==> config.mk <==
export PLATFORM = sky130hd
export DESIGN_NAME = ppu_quant
export DESIGN_NICKNAME = d
export VERILOG_FILES = /design/src/rtl/ppu_quant.sv
export SDC_FILE = /design/constraint.sdc
export NUM_CORES = 2
export LEC_CHECK = 0
export BUFFER_PORTS_ARGS = -buffer_cell sky130_fd_sc_hd__buf_2
export CAP_MARGIN = 20
export CORE_MARGIN = 5
export CORE_UTILIZATION = 40
export DETAILED_ROUTE_END_ITERATION = 7
export PLACE_DENSITY = 0.64
export REMOVE_ABC_BUFFERS = 1
export SLEW_MARGIN = 20
export SYNTH_ARGS = -nofsm -noshare
export SYNTH_HDL_FRONTEND = slang
export SYNTH_SLANG_ARGS = --single-unit
==> constraint.sdc <==
create_clock -name i_clk -period 136.1 [get_ports i_clk]
set_input_delay 13.61 -clock i_clk [delete_from_list [all_inputs] [get_ports i_clk]]
set_output_delay 13.61 -clock i_clk [all_outputs]
set_load 0.01 [all_outputs]
==> src/rtl/ppu_quant.sv <==
// ppu_quant: post-processing quantizer behind the matrix-multiply controller.
//
// Each i_start pulse is followed by a 16-row burst of INT24 accumulator
// vectors. INT8 and INT4 first run a MAX pass over every tile to find the
// global max-abs. A CALC pass then requantizes every row with one
// power-of-two shift. INT4_VSQ skips the MAX pass and derives the shift per
// row from that row's own max-abs.
//
// Ports:
//   i_clk       clock
//   i_rst       synchronous, active-high reset
//   i_start     burst start pulse; row r arrives r+1 cycles later
//   i_mode      `INT8 / `INT4 / `INT4_VSQ
//   i_acc_data  16 x INT24 signed, entry k at [k*24 +: 24]
//   o_valid     quantized row valid (two cycles after the row arrives)
//   o_data      16 x 8-bit signed results (INT4 sign-extended)
//   o_scale     {3'b0, shift} applied to this row
//   o_addr      tile_idx*16 + row
//   o_done      pulses together with the last CALC row
//   o_overrun   sticky: i_start seen while a burst was active
//
// Optional build macro PPU_RELU_EN: negative entries are clamped to zero
// before max tracking and quantization.

`ifndef INT8
`define INT8 2'b00
`endif
`ifndef INT4
`define INT4 2'b01
`endif
`ifndef INT4_VSQ
`define INT4_VSQ 2'b10
`endif

module ppu_quant #(
  parameter int NUM_TILES = 1024
) (
  input  logic         i_clk,
  input  logic         i_rst,
  input  logic         i_start,
  input  logic [1:0]   i_mode,
  input  logic [383:0] i_acc_data,
  output logic         o_valid,
  output logic [127:0] o_data,
  output logic [7:0]   o_scale,
  output logic [13:0]  o_addr,
  output logic         o_done,
  output logic         o_overrun
);

  localparam int ROWS = 16;
  localparam int TW   = (NUM_TILES > 1) ? $clog2(NUM_TILES) : 1;

  typedef enum logic [1:0] {S_IDLE, S_MAX, S_CALC} state_t;

  state_t           state;
  logic   [1:0]     mode_q;
  logic             burst_active;
  logic   [3:0]     burst_cnt;
  logic   [TW-1:0]  tile_idx;
  logic   [22:0]    max_abs;
  logic   [4:0]     g_shift;

  logic   [383:0]   acc_eff;
  logic   [22:0]    row_max;
  logic   [22:0]    max_next;
  logic             last_row;
  logic             last_tile;
  logic             row_calc;

  logic             s1_valid;
  logic             s1_last;
  logic   [383:0]   s1_acc;
  logic   [22:0]    s1_rmax;
  logic   [13:0]    s1_addr;
  logic             s1_int8;
  logic             s1_vsq;

  logic   [4:0]     s2_shift;
  logic   [127:0]   q;

  // |v| on 23 bits; -2^23 has no positive INT24 counterpart and saturates.
  function automatic logic [22:0] abs_sat(input logic [23:0] v);
    logic [23:0] n;
    n = -v;
    if (!v[23])              return v[22:0];
    else if (v == 24'h800000) return 23'h7F_FFFF;
    else                      return n[22:0];
  endfunction

  // Smallest shift that brings m into the target magnitude (7 or 3 bits).
  function automatic logic [4:0] shift_of(input logic [22:0] m, input logic int8);
    logic [4:0] len;
    logic [4:0] tgt;
    len = '0;
    for (int i = 0; i < 23; i++)
      if (m[i]) len = 5'(i + 1);
    tgt = int8 ? 5'd7 : 5'd3;
    return (len > tgt) ? len - tgt : 5'd0;
  endfunction

  // NOTE: every variable written in an always_comb gets a default on entry,
  // so no path can leave it unassigned and infer a latch.
  always_comb begin
    acc_eff = i_acc_data;
`ifdef PPU_RELU_EN
    for (int k = 0; k < ROWS; k++)
      if (i_acc_data[k*24 + 23]) acc_eff[k*24 +: 24] = '0;
`endif
  end

  always_comb begin
    row_max = '0;
    for (int k = 0; k < ROWS; k++)
      if (abs_sat(acc_eff[k*24 +: 24]) > row_max) row_max = abs_sat(acc_eff[k*24 +: 24]);
  end

  assign max_next  = (row_max > max_abs) ? row_max : max_abs;
  assign last_row  = (burst_cnt == 4'(ROWS - 1));
  assign last_tile = (tile_idx == TW'(NUM_TILES - 1));
  assign row_calc  = burst_active && (state == S_CALC);

  // Control: burst sequencing, FSM, max tracking and stage-1 qualifiers.
  // NOTE: sequential state uses non-blocking assignments so every register
  // samples pre-edge values regardless of statement order.
  always_ff @(posedge i_clk) begin
    if (i_rst) begin
      state        <= S_IDLE;
      mode_q       <= 2'b00;
      burst_active <= 1'b0;
      burst_cnt    <= '0;
      tile_idx     <= '0;
      max_abs      <= '0;
      g_shift      <= '0;
      o_overrun    <= 1'b0;
      s1_valid     <= 1'b0;
      s1_last      <= 1'b0;
    end else begin
      if (i_start) begin
        if (burst_active) begin
          o_overrun <= 1'b1;
        end else begin
          burst_active <= 1'b1;
          burst_cnt    <= '0;
        end
      end
      if (burst_active) begin
        burst_cnt <= burst_cnt + 4'd1;
        if (last_row) burst_active <= 1'b0;
      end

      s1_valid <= row_calc;
      s1_last  <= row_calc && last_row && last_tile;

      case (state)
        S_IDLE: begin
          if (i_start) begin
            mode_q   <= i_mode;
            max_abs  <= '0;
            tile_idx <= '0;
            state    <= (i_mode == `INT4_VSQ) ? S_CALC : S_MAX;
          end
        end
        S_MAX: begin
          if (burst_active) begin
            max_abs <= max_next;
            if (last_row) begin
              if (last_tile) begin
                g_shift  <= shift_of(max_next, mode_q == `INT8);
                tile_idx <= '0;
                state    <= S_CALC;
              end else begin
                tile_idx <= tile_idx + 1'b1;
              end
            end
          end
        end
        S_CALC: begin
          if (burst_active && last_row) begin
            if (last_tile) begin
              tile_idx <= '0;
              state    <= S_IDLE;
            end else begin
              tile_idx <= tile_idx + 1'b1;
            end
          end
        end
        default: state <= S_IDLE;
      endcase
    end
  end

  // Stage 1 datapath.
  // NOTE: pure datapath registers carry no reset; s1_valid qualifies them,
  // which keeps the reset net off 400+ flops.
  always_ff @(posedge i_clk) begin
    if (row_calc) begin
      s1_acc  <= acc_eff;
      s1_rmax <= row_max;
      s1_addr <= 14'({tile_idx, burst_cnt});
      s1_int8 <= (mode_q == `INT8);
      s1_vsq  <= (mode_q == `INT4_VSQ);
    end
  end

  // Stage 2: round-half-up, arithmetic shift, symmetric saturation.
  always_comb begin
    logic signed [24:0] a;
    logic signed [24:0] rnd;
    logic signed [24:0] r;
    logic signed [24:0] lim;
    s2_shift = s1_vsq ? shift_of(s1_rmax, 1'b0) : g_shift;
    rnd      = (s2_shift == 5'd0) ? 25'sd0 : (25'sd1 <<< (s2_shift - 5'd1));
    lim      = s1_int8 ? 25'sd127 : 25'sd7;
    q        = '0;
    a        = '0;
    r        = '0;
    for (int k = 0; k < ROWS; k++) begin
      a = {s1_acc[k*24 + 23], s1_acc[k*24 +: 24]};
      r = (a + rnd) >>> s2_shift;
      if (r > lim)       r = lim;
      else if (r < -lim) r = -lim;
      q[k*8 +: 8] = r[7:0];
    end
  end

  always_ff @(posedge i_clk) begin
    if (i_rst) begin
      o_valid <= 1'b0;
      o_data  <= '0;
      o_scale <= '0;
      o_addr  <= '0;
      o_done  <= 1'b0;
    end else begin
      o_valid <= s1_valid;
      o_data  <= s1_valid ? q : '0;
      o_scale <= s1_valid ? {3'b000, s2_shift} : 8'd0;
      o_addr  <= s1_valid ? s1_addr : 14'd0;
      o_done  <= s1_valid && s1_last;
    end
  end

endmodule

==> summary.md <==
| Metric | Value |
|---|---|
| Tmin final | around 67 ns |
| RSZ-0062 raised after global routing | no |
| Die ar. | 0.2109 mm^2 |
| CP Max Fanout | 46 |
| Gate Count Post-Synth | 10,648 |
| Clock transition at the registers of the reported paths | ~0.060 ns |
| CP Capture Type | flop |
| FFs w/ async S/R, synth | 0 |
| Clock buffer depth | 3 |
| Final slew viol count | 0 |
| Drt first pass iters | 8 |
| Crit-path max cell delay | approximately 0.8 ns |
| Floorplan row count | 165 |
| Post-synth EDFFs | 423 |
| Cell taking the most area after synthesis | edfxtp_1 |
| Antenna Violating Nets Remaining | 0 |
| Post-synthesis sequential area ratio | 0.2067 |
| Die H | 459.3 um |
| Layout cells sized above 1 | 0.09206 |
| Worst Clk Skew | around 0.055 ns |
| Final Hold Viols | 0 |
| Most frequent cells after synthesis | nand2_1 (1,458), a21oi_1 (1,201), ha_1 (931), nor2_1 (863), o21ai_0 (661) |
| Cts hold-fix bufs | 0 |
| Reg2reg setup slack | 122.70 ns |
| R2R Path Start | s1_rmax[0] |
| Nets | 12,197 |
| Routability congestion estimate | 1.011 |
| Hold wc startpoint | s1_addr[3] |
| Worst hold stages | 1 |
| Syn-to-layout area delta | 10.15% |
| Max Fclk | 14.87 MHz |
| Max Cap Viol | 0 |
| Synth top area share | 0.1573 |
| Post-CTS setup buffers | 0 |
| Boundary Pins | 542 |
| Vias | between 80,000 and 90,000 |
| Setup CP Type | primary input to flop |
| Status | completed |
| Arr. time, crit path | ~68 ns |
| Worst-Skew Late Latency | 0.76 ns |
| Residual DRC | 0 |
| Startpoint types | primary input |
| Total grt overflow | 0 |
| Initial antenna violation count | 36 |
| Setup ws final | 68.84 ns |
| Critical R2R Capture | o_data[75] |
| First-pass GRT wire length | 504.4 mm |
| Initial DRC count | ~8,000 |
| Largest net degree at the start of global routing | 174 |
| Resized Gates After CTS | 0 |
| Synth Warn # | 0 |
| Area of the multi-input gates | 0.06012 mm^2 |
| Sequential cell area | 0.01669 mm^2 |
| Hold Path End | o_addr[3] |
| Vias/cell | 6.038 |
| FILL cells | 20,361 |
| Depth of the CTS H-tree | 3 |
| GRT Total Usage | 0.3144 |
| Detailed Route WL | 348.0 mm |
| Crit-path slowest cell | o21ai_0 |
| Primary FF master, synth | edfxtp_1 |
| Die X | 459.3 um |
| FF+latch count, synth | about 620 |
| Fin Hold WS | 0.4414 ns |
| Dpl hpwl | 276.8 mm |
| Reg2Reg Depth | 57 |
| Synthesized area | between 0.08 and 0.09 mm^2 |
| Relative slew slack | 0.1465 |
| Slew of the pin with the lowest slew margin | 1.269 ns |
| Setup Total Neg Slack | 0 ns |
| Core box area | just over 0.2 mm^2 |
| CTS buffer count | 82 |
| Clk root buf | clkbuf_16 |
| Final Cycle Share | 0.4942 |
| Hold WC Path Type | flop to flop |
| Final setup fails | 0 |
| IO Port Bufs | 538 |
| Clk sinks | 622 |
| Synth cell types | approximately 110 |
| Vias in the first global route | 76,797 |
| Req. time, crit path | 136.74 ns |
| TritonCTS clock tree | yes |
| Initial core utilization | 0.4007 |
| Wire length per cell | 25.56 um |
| Mean Syn Cell Area | 7.582 um^2 |
| DP Worst Slack | 69.52 ns |
| Crit path top cell by count | o21ai_0 |
| Top-count cell post-synth | nand2_1 |
| Synth area leaders | edfxtp_1 (16%), ha_1 (14%), a21oi_1 (7.4%) |
==> cell families (layout without fill, tap and decap cells) <==
family / count (synthesis) / after routing / synth area share
mux: 558 / 558 / 0.07165
buf+inv: 1124 / 1402 / 0.05327
fa+ha+maj: 948 / 948 / 0.1484
other cells: 1 / 19 / 0.00004645
compound gates: 3252 / 3252 / 0.2499
xor+xnor: 693 / 693 / 0.07518
simple gates: 3450 / 3450 / 0.1949
flops: 622 / 622 / 0.2067
==> critical path: cells and delay by family <==
kind | cells | cell delay (ns)
fa+ha+maj | 19 | 5.94
xor+xnor | 1 | 0.15
simple gates | 74 | 13.73
compound gates | 127 | 27.80
mux | 3 | 1.13
buf+inv | 23 | 5.38
==> stage by stage <==
step,cells,util,instance area [um^2]
after global routing,13605,0.4412,88900
after floorplan,10110,-,78630
final,13616,0.4414,88930
after global placement,13447,0.4271,86070
after CTS,13599,0.4409,88840
after detailed placement,13448,0.4272,86080
==> how the worst max path moves through the flow <==
stage / cells after the start / to / from / slack [ns]
after global routing: 254 / g_shift[2] / i_acc_data[30] / 65.11
final: 247 / g_shift[2] / i_acc_data[0] / 68.84
after floorplan: 227 / g_shift[0] / i_acc_data[0] / 66.79
after global placement: 255 / g_shift[2] / i_acc_data[0] / 69.96
after detailed placement: 259 / g_shift[2] / i_acc_data[0] / 69.52
after CTS: 247 / g_shift[2] / i_acc_data[0] / 70.11
==> layout make-up <==
cell class | count | area share
Tap cell | 2672 | 0.03759
Multi-Input combinational cell | 8904 | 0.6760
Timing Repair Buffer | 667 | 0.04256
Inverter | 584 | 0.02468
Clock buffer | 98 | 0.02445
Clock inverter | 53 | 0.006627
Antenna cell | 16 | 0.0004502
Sequential cell | 622 | 0.1876
==> layer usage <==
| layer | global-route usage | routed length (um) | up-vias |
|---|---|---|---|
| met5 | 0 | 80 | - |
| met4 | 0.1745 | 21910 | 12 |
| met3 | 0.04725 | 25600 | 708 |
| met2 | 0.4985 | 153600 | 3513 |
| met1 | 0.4103 | 146800 | 39082 |
| li1 | - | - | 38901 |
==> cell usage in the layout, fill, tap and decap left out, types with 22 or more instances in the layout <==
cell | synthesis | routed
nor2_1 | 863 | 848
nor3_1 | 131 | 116
o21bai_1 | 375 | 375
edfxtp_1 | 423 | 423
o21a_1 | 66 | 66
a21o_1 | 158 | 156
xor2_1 | 266 | 266
nand2b_1 | 99 | 98
buf_4 | 6 | 119
xnor2_1 | 427 | 425
o21ai_0 | 661 | 659
and3_1 | 77 | 77
nand4_1 | 114 | 114
nand2_1 | 1458 | 1458
a21oi_1 | 1201 | 1195
a31oi_1 | 97 | 94
o41ai_1 | 52 | 51
nor4_1 | 67 | 65
nand4b_1 | 25 | 25
a311oi_1 | 24 | 24
mux2i_1 | 516 | 516
o31ai_1 | 111 | 110
buf_2 | 17 | 538
and4_1 | 22 | 22
o211ai_1 | 115 | 115
ha_1 | 931 | 931
clkbuf_16 | 0 | 84
dfxtp_1 | 199 | 199
nor2b_1 | 85 | 85
a211oi_1 | 121 | 120
inv_1 | 584 | 582
mux2_2 | 27 | 27
and2_1 | 81 | 80
nand3_1 | 174 | 174
or2_2 | 39 | 39
or4_1 | 58 | 58
or3_1 | 92 | 92
o311ai_0 | 28 | 28
a22oi_1 | 28 | 28
==> state kept, by name (all words and copies together) (netlist names) <==
signal / count
o_done: 1
s1_last: 1
o_valid: 1
o_scale: 5
s1_addr: 14
max_abs: 23
state: 2
burst_active: 1
burst_cnt: 4
o_data: 128
s1_acc: 384
s1_valid: 1
s1_vsq: 1
s1_int8: 1
o_addr: 14
g_shift: 5
tile_idx: 10
o_overrun: 1
s1_rmax: 23
mode_q: 2
Power is not shown: default switching activity piles up to over one toggle a cycle in this logic, so the estimate is an artifact.
